--- src/rtl/so_rr_arb.sv ---
// ----------------------------------------------------------------------------
// so_rr_arb -- round-robin arbiter with registered, held grant
//
// Purpose:
//    Grants one of DATA requesters at a time. A grant, once issued, is held
//    until the owner pulses rel (or, optionally, until a timeout forces it
//    off). On release the priority pointer moves to the requester just after
//    the one that was granted, so a continuously requesting client is served
//    within DATA grants. A new grant can be issued on the same edge as the
//    release, so back-to-back grants have no idle cycle.
//
// Optional feature:
//    SO_RR_ARB_TIMEOUT_EN -- when defined, a grant held for TIMEOUT cycles
//    without rel is forcibly released and to_err pulses for that cycle.
//    When undefined, there is no counter, TIMEOUT is unused and to_err is 0.
//
// Parameters:
//    DATA    -- number of requesters (2..64)
//    TIMEOUT -- maximum grant hold in cycles (2..65535), timeout build only
//
// Ports:
//    clk      in   single clock, rising edge
//    rstN     in   synchronous active-low reset
//    req      in   request vector, bit i is requester i
//    rel      in   one-cycle release of the current grant
//    gnt      out  registered one-hot (or zero) grant
//    gnt_vld  out  registered, high while gnt is non-zero
//    gnt_idx  out  registered binary index of the granted bit, 0 when idle
//    to_err   out  one-cycle pulse in the cycle a timeout forces a release
// ----------------------------------------------------------------------------
module so_rr_arb #(
   parameter int DATA    = 4,
   parameter int TIMEOUT = 256
) (
   input  logic                    clk,
   input  logic                    rstN,
   input  logic [DATA-1:0]         req,
   input  logic                    rel,
   output logic [DATA-1:0]         gnt,
   output logic                    gnt_vld,
   output logic [$clog2(DATA)-1:0] gnt_idx,
   output logic                    to_err
);

   localparam int IW = $clog2(DATA);

   typedef enum logic {
      IDLE  = 1'b0,
      GRANT = 1'b1
   } state_t;

   state_t          state_q, state_d;
   logic [IW-1:0]   ptr_q, ptr_d;
   logic [IW-1:0]   idx_q, idx_d;
   logic [DATA-1:0] gnt_q, gnt_d;
   logic            vld_q, vld_d;

   logic [IW-1:0]   nextPtr;
   logic [IW-1:0]   base;
   logic [IW:0]     pickVec;
   logic            pickFound;
   logic [IW-1:0]   pickIdx;
   logic            relEff;
   logic            forceRel;

   // Reject out-of-range configurations at elaboration time.
   if (DATA < 2 || DATA > 64 || TIMEOUT < 2 || TIMEOUT > 65535) begin : gBadParams
      $error("so_rr_arb: DATA or TIMEOUT parameter out of range");
   end

   // Search the request vector in wrap order starting at 'start' and return
   // {found, index} of the first set bit.
   function automatic logic [IW:0] pickNext(input logic [DATA-1:0] r,
                                            input logic [IW-1:0]   start);
      logic          found;
      logic [IW-1:0] sel;
      logic [IW-1:0] cand;
      int            pos;
      found = 1'b0;
      sel   = '0;
      for (int k = 0; k < DATA; k++) begin
         pos = int'(start) + k;
         if (pos >= DATA) pos = pos - DATA;
         cand = pos[IW-1:0];
         if (!found && r[cand]) begin
            found = 1'b1;
            sel   = cand;
         end
      end
      return {found, sel};
   endfunction

`ifdef SO_RR_ARB_TIMEOUT_EN
   localparam int CW = $clog2(TIMEOUT + 1);

   logic [CW-1:0] cnt_q, cnt_d;

   // The counter reads 1 in the first grant cycle, so reaching TIMEOUT means
   // the grant has been visible for exactly TIMEOUT cycles.
   assign forceRel = (state_q == GRANT) && (cnt_q == CW'(TIMEOUT));

   // A release that coincides with the timeout is an ordinary release, and a
   // reset edge never reports a timeout.
   assign to_err   = rstN && forceRel && !rel;
`else
   assign forceRel = 1'b0;
   assign to_err   = 1'b0;
`endif

   // Pointer after a release: one past the requester being released.
   assign nextPtr = (idx_q == IW'(DATA - 1)) ? '0 : idx_q + 1'b1;

   // Next-state logic. On a release the search starts from the advanced
   // pointer so a waiting requester can be granted on the same edge.
   always_comb begin
      relEff    = (state_q == GRANT) && (rel || forceRel);
      base      = relEff ? nextPtr : ptr_q;
      pickVec   = pickNext(req, base);
      pickFound = pickVec[IW];
      pickIdx   = pickVec[IW-1:0];

      state_d = state_q;
      ptr_d   = ptr_q;
      gnt_d   = gnt_q;
      idx_d   = idx_q;
      vld_d   = vld_q;
`ifdef SO_RR_ARB_TIMEOUT_EN
      cnt_d   = cnt_q;
`endif

      case (state_q)
         IDLE: begin
            if (pickFound) begin
               state_d          = GRANT;
               gnt_d            = '0;
               gnt_d[pickIdx]   = 1'b1;
               idx_d            = pickIdx;
               vld_d            = 1'b1;
`ifdef SO_RR_ARB_TIMEOUT_EN
               cnt_d            = CW'(1);
`endif
            end
         end
         GRANT: begin
            if (relEff) begin
               ptr_d = nextPtr;
               if (pickFound) begin
                  gnt_d          = '0;
                  gnt_d[pickIdx] = 1'b1;
                  idx_d          = pickIdx;
                  vld_d          = 1'b1;
`ifdef SO_RR_ARB_TIMEOUT_EN
                  cnt_d          = CW'(1);
`endif
               end else begin
                  state_d = IDLE;
                  gnt_d   = '0;
                  idx_d   = '0;
                  vld_d   = 1'b0;
`ifdef SO_RR_ARB_TIMEOUT_EN
                  cnt_d   = '0;
`endif
               end
            end else begin
`ifdef SO_RR_ARB_TIMEOUT_EN
               cnt_d = cnt_q + 1'b1;
`endif
            end
         end
         default: begin
            state_d = IDLE;
         end
      endcase
   end

   // State and output registers; reset drops any grant without moving the
   // pointer forward.
   always_ff @(posedge clk) begin
      if (!rstN) begin
         state_q <= IDLE;
         ptr_q   <= '0;
         gnt_q   <= '0;
         idx_q   <= '0;
         vld_q   <= 1'b0;
`ifdef SO_RR_ARB_TIMEOUT_EN
         cnt_q   <= '0;
`endif
      end else begin
         state_q <= state_d;
         ptr_q   <= ptr_d;
         gnt_q   <= gnt_d;
         idx_q   <= idx_d;
         vld_q   <= vld_d;
`ifdef SO_RR_ARB_TIMEOUT_EN
         cnt_q   <= cnt_d;
`endif
      end
   end

   assign gnt     = gnt_q;
   assign gnt_vld = vld_q;
   assign gnt_idx = idx_q;

endmodule

--- config.mk ---
export PLATFORM = sky130hd
export DESIGN_NAME = so_rr_arb
export DESIGN_NICKNAME = d
export VERILOG_FILES = /design/src/rtl/so_rr_arb.sv
export SDC_FILE = /design/constraint.sdc
export NUM_CORES = 1
export LEC_CHECK = 0
export ABC_CLOCK_PERIOD_IN_PS = 3300
export BUFFER_PORTS_ARGS = -buffer_cell sky130_fd_sc_hd__buf_2
export CAP_MARGIN = 10
export CORE_UTILIZATION = 25
export DETAILED_ROUTE_END_ITERATION = 8
export PLACE_DENSITY = 0.46
export SETUP_SLACK_MARGIN = 0.15
export SYNTH_ARGS = -nofsm -noshare
export SYNTH_HDL_FRONTEND = slang
export SYNTH_SLANG_ARGS = --single-unit
--- constraint.sdc ---
create_clock -name clk -period 3.3 [get_ports clk]
set_input_delay 0.33 -clock clk [delete_from_list [all_inputs] [get_ports clk]]
set_output_delay 0.33 -clock clk [all_outputs]
set_load 0.02 [all_outputs]
After elaboration in Yosys (flattened, before gate mapping)
Index checks and enable logic that the tools add are counted.
- add/subtract/negate cells: 8
- magnitude comparators: 10
- equal/unequal tests: 3
- mux-type cells: 38
- bitwise operators: 1
- reductions and logical operators: 9
- operators with widths (cell ; number):
    $mux W2 ; 13
    $lt A2 B3 Y1 const B ; 5
    $mux W1 ; 13
    $mux W4 ; 3
    $ge A3 B3 Y1 const B ; 3
    $bmux W1 S2 ; 4
    $pmux W4 S2 ; 1
    $sub A2 B1 Y2 const B ; 4
    $add A2 B2 Y3 const B ; 2
    $logic_and A1 B1 Y1 ; 5
    $pmux W1 S2 ; 2
    $pmux W2 S2 ; 1
    $add A2 B1 Y3 const B ; 1
    $ge A2 B3 Y1 const B ; 1
    $logic_not A1 Y1 ; 3
    $add A2 B1 Y2 const B ; 1
    $demux W1 S2 ; 1
    $eq A2 B2 Y1 const B ; 1
    $ge A2 B1 Y1 const B ; 1
    $ne A2 B1 Y1 const B ; 1
    $ne A2 B2 Y1 const B ; 1
    $reduce_and A2 Y1 ; 1
    $not A1 Y1 ; 1
- bits in registers: 10
- input bits: 7
- output and inout port bits: 8
- word-level logic and storage cells: 74

Longest topological paths before layout
Gate-level depths: netlist of run 1.
- depth after elaboration: 24
- depth in mapped cells: 7
- depth with buffers taken out: 7

Least setup slack after synthesis of run 1
Ideal clock, no wire load.
- kind: register -> register
- start point: register idx_q[0] (netlist: gnt_idx[0])
- end point: register gnt_q[1] (netlist: gnt[1])
- library setup time: 0.059 ns
- arrival time: 1.795 ns
- data required time: 3.241 ns
- slack: 1.446 ns
- cell stages (with the launch flop): 8
- buffers on the path: 0
- period minus slack after synthesis: 1.854 ns
- cell sequence: dfxtp_1 > ha_1 > nor2_1 > mux2i_1 > or4_1 > and3_4 > o31ai_2 > and2_1
- longest elaborated chain between the ends: 24
- elaborated cells between the ends (all ways): 52
- those cells by class: add/sub (8); order compare (6); eq/ne (2); mux (28); reduce/logical (8)
- RTL lines (what ; line ; source):
    from (decl) ; 54 ; logic [IW-1:0] idx_q, idx_d;
    from (signal assigned) ; 192 ; idx_q <= idx_d;
    $add A2 B1 Y2 / $eq A2 B2 Y1 (equally long branches) ; 111 ; assign nextPtr = (idx_q == IW'(DATA - 1)) ? '0 : idx_q + 1'b1;
    $mux W2 * ; 111 ;
    $mux W2 * ; -- ;
    parallel branches: the longest is 21 deep, another holds $add A2 B1 Y3 ; -- ;
    to (signal assigned) ; 191 ; gnt_q <= gnt_d;
    to (decl) ; 55 ; logic [DATA-1:0] gnt_q, gnt_d;
Every way passes the cells marked *. The select of a mux whose other input is x is not followed.
A chain may end at the register's enable or synchronous reset.

Worst setup path in the final report of run 1
- start point: register idx_q[0] (netlist: gnt_idx[0])
- end point: register gnt_q[3] (netlist: gnt[3])
The elaborated chain is that of the path after synthesis.

==> results of run 1 <==
## synth_stat cells, drive strengths merged
library cell,instances,area (um2)
or4,1,7.51
clkbuf,1,3.75
a22oi,1,7.51
and3b,1,8.76
a21oi,1,5.00
nor4,1,6.26
ha,1,12.5
a31oi,3,18.8
o21ai,3,15.0
o31ai,1,12.5
nand3,1,5.00
buf,1,7.51
and2,2,12.5
and3,1,11.3
and2b,2,15.0
a21boi,2,15.0
inv,3,11.3
dfxtp,10,200
o211ai,1,12.5
nand4b,1,8.76
nand2b,1,6.26
nor3b,1,7.51
nor2b,4,25.0
a2bb2oi,1,8.76
or2b,1,7.51
conb,1,3.75
nand3b,1,7.51
nand2,7,33.8
nor2,5,18.8
mux2i,3,30.0
## per-layer routing
| metal | vias to the layer above | track usage |
|---|---|---|
| met5 | - | 0 |
| met4 | 0 | 0.0441 |
| met3 | 2 | 0.0535 |
| met2 | 17 | 0.155 |
| met1 | 215 | 0.156 |
| li1 | 247 | - |
## final cells by class
type | instances | share of cell area
tap | 27 | 0.0505
sequential | 10 | 0.299
timing repair buffer | 13 | 0.0972
multi-input combinational | 48 | 0.482
inverter | 3 | 0.0168
clock buffer | 4 | 0.0542
## metrics by stage
stage | cells | utilization
finish | 105 | 0.334
global route | 105 | 0.334
CTS | 105 | 0.334
detailed placement | 101 | 0.316
global placement | 101 | 0.316
floorplan | 63 | -
## registers in the layout (all words and copies together) (netlist names)
| name | flops |
|---|---|
| gnt_idx | 2 |
| state_q | 1 |
| gnt | 4 |
| ptr_q | 2 |
| gnt_vld | 1 |
## placed cells by master (no fill, tap or decap), drive strengths merged
| cell type | synthesis | layout |
|---|---|---|
| buf | 1 | 13 |
| dfxtp | 10 | 10 |
| nand2 | 7 | 7 |
| nor2 | 5 | 5 |
| nor2b | 4 | 4 |
| clkbuf | 1 | 4 |
| mux2i | 3 | 3 |
| inv | 3 | 3 |
| a31oi | 3 | 3 |
| o21ai | 3 | 3 |
| and2b | 2 | 2 |
| a21boi | 2 | 2 |
| and2 | 2 | 2 |
| nor4 | 1 | 1 |
| a2bb2oi | 1 | 1 |
| or4 | 1 | 1 |
| and3 | 1 | 1 |
| or2b | 1 | 1 |
| nand2b | 1 | 1 |
| a22oi | 1 | 1 |
| and3b | 1 | 1 |
| nor3b | 1 | 1 |
| o211ai | 1 | 1 |
| nand3b | 1 | 1 |
| a21oi | 1 | 1 |
| o31ai | 1 | 1 |
| nand3 | 1 | 1 |
| nand4b | 1 | 1 |
| ha | 1 | 1 |
| conb | 1 | 1 |
## cell families (layout without fill, tap and decap cells)
| logic type | count (synthesis) | count (layout) | synth area share |
|---|---|---|---|
| mux | 3 | 3 | 0.0550 |
| flops | 10 | 10 | 0.367 |
| simple gates | 30 | 30 | 0.333 |
| other cells | 1 | 1 | 0.00687 |
| fa+ha+maj | 1 | 1 | 0.0229 |
| buf+inv | 5 | 20 | 0.0413 |
| compound gates | 13 | 13 | 0.174 |
## worst max-delay path: cells and delay by family, from the launching register on
family / cells / cell delay [ns]
flip-flops: 1 / 0.34
multiplexers: 2 / 0.70
AO/OA/AOI/OAI: 2 / 0.31
AND/OR/NAND/NOR: 1 / 0.19
adder cells (fa/ha/maj): 1 / 0.31
## how the worst min path moves through the flow
stage | to | startpoint
6_report | state_q | rstN
5_1_grt | ptr_q[1] | rstN
4_1_cts | state_q | rstN
3_5_place_dp | gnt[3] | gnt[3]
3_3_place_gp | gnt[3] | gnt[3]
2_1_floorplan | gnt[0] | rstN
## where the power goes
part	total (mW)	internal (mW)	leakage [nW]	switching (mW)
Clock	0.115	0.0670	0.0210	0.0475
Sequential	0.135	0.130	0.0824	0.00571
Combinational	0.0682	0.0287	0.211	0.0395
Total	0.318	0.226	0.315	0.0927
==> reports/metrics.yaml, run 1 <==
run_status:
  status: "finished clean"
clock_tree:
  clkTransAtPathRegs_ns: 0.07
  numCtsBuffers: 3
  clk-insertion-delay-late_ns: 0.27
  cts_sinks: 10
  post_cts_resized: 0
  cts_tree: "built"
  clock_path_buffers: 2
  htreeDepth: 1
  clockRootBuffer: "clkbuf_4"
  cts.hold.buffers_added: 0
  post-cts-setup-buffers: 0
global_route:
  grt_max_degree: 12
  overflow: 0
  antenna_found_initial: 0
  grt_first_pass_wirelength_mm: 2.05
  grt_usage: 0.115
  grt_pass1_vias: 427
route:
  ant_nets: 0
  via_per_inst: 4.58
  wl_mm: 1.17
  drc: 0
  wl_met1_um: 619
  drt_iter0_markers: 3
  met3_wirelength_um: 70
  topRoutingLayerUsed: "met4"
  wl_met2_um: 461
  firstDrtPassIters: 3
  num_vias: 481
  routedWlPerCell_um: 11.1
flow_run:
  drv_cap: 0
worst_setup_path:
  worstPathRequired_ns: 3.50
  reg2reg_to: "gnt[3]"
  critPathMaxStageDelay_ns: 0.41
  crit_chain: "ha_1 -> mux2i_1 -> mux2i_1 -> o211ai_2 -> nand3b_1 -> a21boi_0"
  ff2ff_path_depth: 6
  regToRegSetupSlack_ns: 1.39
  crit_start: "gnt_idx[0]"
  cp-end-kind: "flip-flop"
  worst_path_max_delay_cell: "mux2i_1"
  r2r_start: "gnt_idx[0]"
  critPathLaunchType: "flip-flop"
  crit_path_frequent_cell: "mux2i_1"
  critPathArrivalTime_ns: 2.11
  critPathKind: "flip-flop to flip-flop"
  crit_end: "gnt[3]"
  crit_fanout: 6
die:
  die_area_um2: 2370
  rows: 16
  die_y_um: 48.7
  die_width_um: 48.7
  core_um2: 2000
  ios: 15
  initial_core_util: 0.272
yosys:
  synth_cell_types: 31
  ys_ff_latch: 10
  avgSynthCellArea_um2: 8.66
  synth-warning-count: 0
  synth_area_um2: 546
  ys_seq_area_frac: 0.367
  synth.net_count: 71
  synthCells: 63
cells_and_area:
  area_delta_synth_final_pct: 22.7
  antenna-diode-count: 0
  final_layout_size_suffix_gt1_frac: 0.269
  finalNetCount: 87
  seq_area_um2: 200
  final_area_um2: 669
  nFillCells: 226
  multi_input_area_um2: 323
power_and_ir_drop:
  pwr_density_cell_nw_per_um2: 475
  peakVddDrop_v: 0.000164
  p_total_mw: 0.318
  leakage_nw: 0.315
timing:
  final-max-slew-violation-count: 0
  post-route-period-util: 0.579
  post-route-min-period_ns: 1.91
  timing.setup.tns_ns: 0
  setup_violations: 0
  rsz0062_at_grt: "no"
  setup_ws_ns: 1.39
  fin_hold_ws_ns: 0.397
  maxSlewHeadroom: 0.655
  clock_skew_ns: 0.00320
  tightest_slew_ns: 0.503
  final_hold_viol_count: 0
  max_clock_freq_mhz: 524
placed_design:
  pre_cts_ws_ns: 1.37
  place_congestion: 0.705
  port_buffers: 13
  hpwl_um: 862
  place_area_um2: 633
min_path:
  hold_depth: 2
  hold_class: "input pin to flip-flop"
Power figures use the tool's default switching activity.
==> run 2: changes to the inputs <==
ABC_CLOCK_PERIOD_IN_PS = 2000   (was 3300)
clock period = 2 ns   (was 3.3 ns; I/O delays follow)
==> run 2 against run 1 <==
Against the previous run: first-iteration DRC count is 67% lower; fmax is 7.1% higher; via count is 2.5% higher; critical endpoint is now gnt[1]; largest power group unchanged.
==> reports/metrics.yaml, run 2 (synthesized netlist as in run 1, its figures left out) <==
worst_setup_path:
  critPathKind: "flip-flop to flip-flop"
  worst_path_max_delay_cell: "or4_1"
  critPathBufInv: 0
  critPathMaxStageDelay_ns: 0.52
  critical-path-top-delay-family: "simple AND/OR/NAND/NOR gates"
  cp-end-kind: "flip-flop"
  crit_chain: "ha_4 -> nor2_4 -> mux2i_1 -> or4_1 -> and3_4 -> o31ai_4 -> and2_1"
  worstPathRequired_ns: 2.22
  critPathArrivalTime_ns: 2.00
  crit_fanout: 5
  critPathLaunchType: "flip-flop"
route:
  drc: 0
  via_per_inst: 4.61
  drt_iter0_markers: 1
  firstDrtPassIters: 2
  num_vias: 493
  ant_nets: 0
  wl_mm: 1.11
  routedWlPerCell_um: 10.4
cells_and_area:
  finalNetCount: 89
  area_delta_synth_final_pct: 35.6
  layout.cells.non_filler: 107
  nFillCells: 216
  final_layout_size_suffix_gt1_frac: 0.375
  final_area_um2: 739
  final_common_cell: "buf_2"
  antenna-diode-count: 0
  final_cell_mix: "buf_2, dfxtp_1, nand2_1"
  utilization: 0.369
  largest_register_ff_count: 4
placed_design:
  place_area_um2: 642
  hpwl_um: 832
  port_buffers: 13
  place_inst: 102
  place_congestion: 0.709
  pre_cts_ws_ns: 0.163
global_route:
  grt_max_degree: 12
  grt_pass1_vias: 428
  grt_first_pass_wirelength_mm: 1.84
  overflow: 0
  antenna_found_initial: 0
  grt_usage: 0.105
timing:
  setup_ws_ns: 0.216
  timing.setup.tns_ns: 0
  tightest_slew_ns: 0.505
  final_hold_viol_count: 0
  clock_skew_ns: 0.00115
  post-route-min-period_ns: 1.78
  setup_violations: 0
  fin_hold_ws_ns: 0.264
  maxSlewHeadroom: 0.660
  max_clock_freq_mhz: 560
  post-route-period-util: 0.892
  final-max-slew-violation-count: 0
  rsz0062_at_grt: "yes"
clock_tree:
  cts_sinks: 10
  cts_tree: "built"
  htreeDepth: 1
  numCtsBuffers: 3
  clk-insertion-delay-late_ns: 0.27
  clock_path_buffers: 2
  cts.hold.buffers_added: 0
  clockRootBuffer: "clkbuf_4"
  clkTransAtPathRegs_ns: 0.07
die:
  core_um2: 2000
  initial_core_util: 0.272
  ios: 15
  die_y_um: 48.7
  rows: 16
  die_area_um2: 2370
  die_width_um: 48.7
flow_run:
  drv_cap: 0
min_path:
  hold_class: "input pin to flip-flop"
power_and_ir_drop:
  leakage_nw: 0.319
  pwr_density_cell_nw_per_um2: 745
  peakVddDrop_v: 0.000263
  p_total_mw: 0.551
run_status:
  status: "finished clean"
## run 2: cell types whose count changed in the layout (fill, tap and decap cells not counted), sizes merged
cell	before	now
buf	13	15
## run 2: layout make-up
type | count | area (um2) | area share
well taps | 27 | 33.8 | 0.0457
multi-input cells | 48 | 373 | 0.504
clock buffers | 4 | 36.3 | 0.0491
flip-flops and latches | 10 | 205 | 0.277
repair buffers | 15 | 80.1 | 0.108
inverters | 3 | 11.3 | 0.0152
## run 2: power breakdown
group | switching [mW] | internal (mW) | total, mW
clock | 0.0754 | 0.111 | 0.186
sequential | 0.0119 | 0.215 | 0.226
combinational | 0.0735 | 0.0651 | 0.139
## run 2: final timing paths
path	from	cells after the start	endpoint	slack (ns)
hold reg to reg	gnt[3]	2	gnt[3]	0.46
hold / removal	rstN	2	gnt_idx[1]	0.26
setup / recovery	gnt_idx[0]	7	gnt[1]	0.22
setup reg to reg	gnt_idx[0]	7	gnt[1]	0.22
## run 2: what timing repair did
item,CTS,global route
resized for setup,2,11
pin swaps,0,8
buffers inserted,0,1
setup endpoints to repair,2,6
## run 2: metal layers
metal | wire [um] | vias up | global-route usage
li1 | - | 250 | -
met1 | 540 | 229 | 0.120
met2 | 507 | 10 | 0.167
met3 | 43 | 4 | 0.0377
met4 | 21 | 0 | 0.0588
met5 | 0 | - | 0
==> run 3: changes to the inputs <==
CORE_ASPECT_RATIO = 0.7   (was unset)
==> run 3 against run 2 <==
Against the previous run: the flow now finishes with violations (design-rule violations); clock skew decreased by 0.00050 ns; non-clock buffer count increased by 2; first-iteration DRC count increased to 7.0 times the previous value; clock power increased by 2%; worst setup slack got worse by 0.053 ns; sequential power about the same; hold slack got worse by 0.0058 ns; cell area decreased by 0.51%; critical endpoint is now gnt_idx[1]; largest power group unchanged.
==> reports/metrics.yaml, run 3 (synthesized netlist as in run 1, its figures left out) <==
worst_setup_path:
  worst_path_max_delay_cell: "or4_1"
  worstPathRequired_ns: 2.16
  critPathKind: "flip-flop to flip-flop"
  regToRegSetupSlack_ns: 0.16
  ff2ff_path_depth: 7
  r2r_start: "gnt_idx[0]"
  cp-end-kind: "flip-flop"
  critPathArrivalTime_ns: 2.00
  crit_fanout: 5
  critPathMaxStageDelay_ns: 0.53
  critPathLaunchType: "flip-flop"
  reg2reg_to: "gnt_idx[1]"
  crit_chain: "ha_4 -> nor2_4 -> mux2i_2 -> or4_1 -> and3_4 -> a22oi_1 -> nor2b_1"
min_path:
  hold_class: "input pin to flip-flop"
  hold_depth: 2
  hp-start: "rstN"
  min_to: "state_q"
timing:
  setup_violations: 0
  maxSlewHeadroom: 0.637
  final-max-slew-violation-count: 0
  fin_hold_ws_ns: 0.258
  final_hold_viol_count: 0
  max_clock_freq_mhz: 544
  timing.setup.tns_ns: 0
  post-route-min-period_ns: 1.84
  rsz0062_at_grt: "yes"
  clock_skew_ns: 0.000644
  setup_ws_ns: 0.163
  post-route-period-util: 0.919
  tightest_slew_ns: 0.540
power_and_ir_drop:
  leakage_nw: 0.329
  power_switching_mw: 0.166
  power_frac_clock: 0.341
  swShare: 0.298
  p_total_mw: 0.557
  peakVddDrop_v: 0.000310
  p_seq_frac: 0.407
  pwr_density_cell_nw_per_um2: 757
  p_int_mw: 0.391
  pwr-share-comb: 0.252
global_route:
  use_met3: 0.0568
  grt_max_degree: 12
  grt_first_pass_wirelength_mm: 2.11
  met2_usage: 0.213
  grt_pass1_vias: 471
  met1_usage: 0.152
  top_usage_layer: "met2"
  antenna_found_initial: 0
  grt_usage: 0.127
  overflow: 0
clock_tree:
  clkTransAtPathRegs_ns: 0.07
  clock_path_buffers: 2
  numCtsBuffers: 3
  clk-insertion-delay-late_ns: 0.27
  cts_sinks: 10
  htreeDepth: 1
  cts_tree: "built"
  clockRootBuffer: "clkbuf_4"
cells_and_area:
  final_area_um2: 736
  utilization: 0.377
  area_delta_synth_final_pct: 34.9
  final_layout_size_suffix_gt1_frac: 0.390
  final_common_cell: "buf_2"
  finalNetCount: 91
  largest_register_ff_count: 4
  final_cell_mix: "buf_2, dfxtp_1, nand2_1"
  layout.cells.non_filler: 104
  antenna-diode-count: 0
placed_design:
  place_area_um2: 636
  hpwl_um: 933
  place_inst: 97
  port_buffers: 13
  place_congestion: 0.775
  pre_cts_ws_ns: 0.157
die:
  core_um2: 1950
  ios: 15
  die_area_um2: 2380
  initial_core_util: 0.279
  rows: 13
  die_y_um: 41.1
  die_width_um: 57.8
route:
  drc: 2
  firstDrtPassIters: 6
  ant_nets: 0
  wl_mm: 1.32
  num_vias: 498
  drt_iter0_markers: 7
  routedWlPerCell_um: 12.7
  via_per_inst: 4.79
flow_run:
  drv_cap: 0
run_status:
  status: "complete, but fails checks"
  violations: "design-rule violations"
run 3: changes by cell type in the layout (fill, tap and decap cells not counted):
cell      delta
o31ai_2      +1
a21boi_1     -1
dfxtp_1      -1
a22oi_2      -1
o31ai_4      -1
a22oi_1      +1
buf_4        +2
dfxtp_2      +1
a21boi_0     +1
run 3: per-layer routing:
metal	up-vias	part of all wire
met5	-	0
met4	0	0.0076
met3	2	0.055
met2	12	0.44
met1	225	0.50
li1	259	-
run 3: worst max-delay path, delay by kind of cell (launching register included):
| family | cells | cell delay (ns) |
|---|---|---|
| adder cells (fa/ha/maj) | 1 | 0.16 |
| AND/OR/NAND/NOR | 4 | 0.91 |
| AO/OA/AOI/OAI | 1 | 0.20 |
| flip-flops | 1 | 0.36 |
| multiplexers | 1 | 0.08 |
run 3: power groups by stage:
stage | clock [mW] | combinational [mW] | sequential [mW]
6_report | 0.190 | 0.140 | 0.227
4_1_cts | 0.191 | 0.120 | 0.225
3_5_place_dp | 0 | 0.118 | 0.229
2_1_floorplan | 0 | 0.0679 | 0.241
5_1_grt | 0.201 | 0.154 | 0.229
3_3_place_gp | 0 | 0.119 | 0.228
run 3: worst max-delay path by stage:
stage,from,to,slack [ns],depth (start not counted)
2_1_floorplan,gnt_idx[1],gnt[1],0.18,7
3_3_place_gp,gnt_idx[0],gnt[2],0.17,7
3_5_place_dp,gnt_idx[0],gnt[3],0.16,6
4_1_cts,gnt_idx[0],gnt[1],0.17,7
5_1_grt,gnt_idx[0],gnt[0],0.11,7
6_report,gnt_idx[0],gnt_idx[1],0.16,7
run 3: final cells by class:
class,instances,area (um2)
Fill cell,204,1220
Multi-Input combinational cell,48,359
Sequential cell,10,206
Timing Repair Buffer,17,95.1
Clock buffer,4,36.3
Tap cell,22,27.5
Inverter,3,11.3
run 3: what timing repair did:
action                     in CTS  in global routing
resized for setup               1                 10
setup endpoints to repair       1                  6
hold buffers                    0                  0
setup buffers                   0                  3
pin swaps                       0                  4
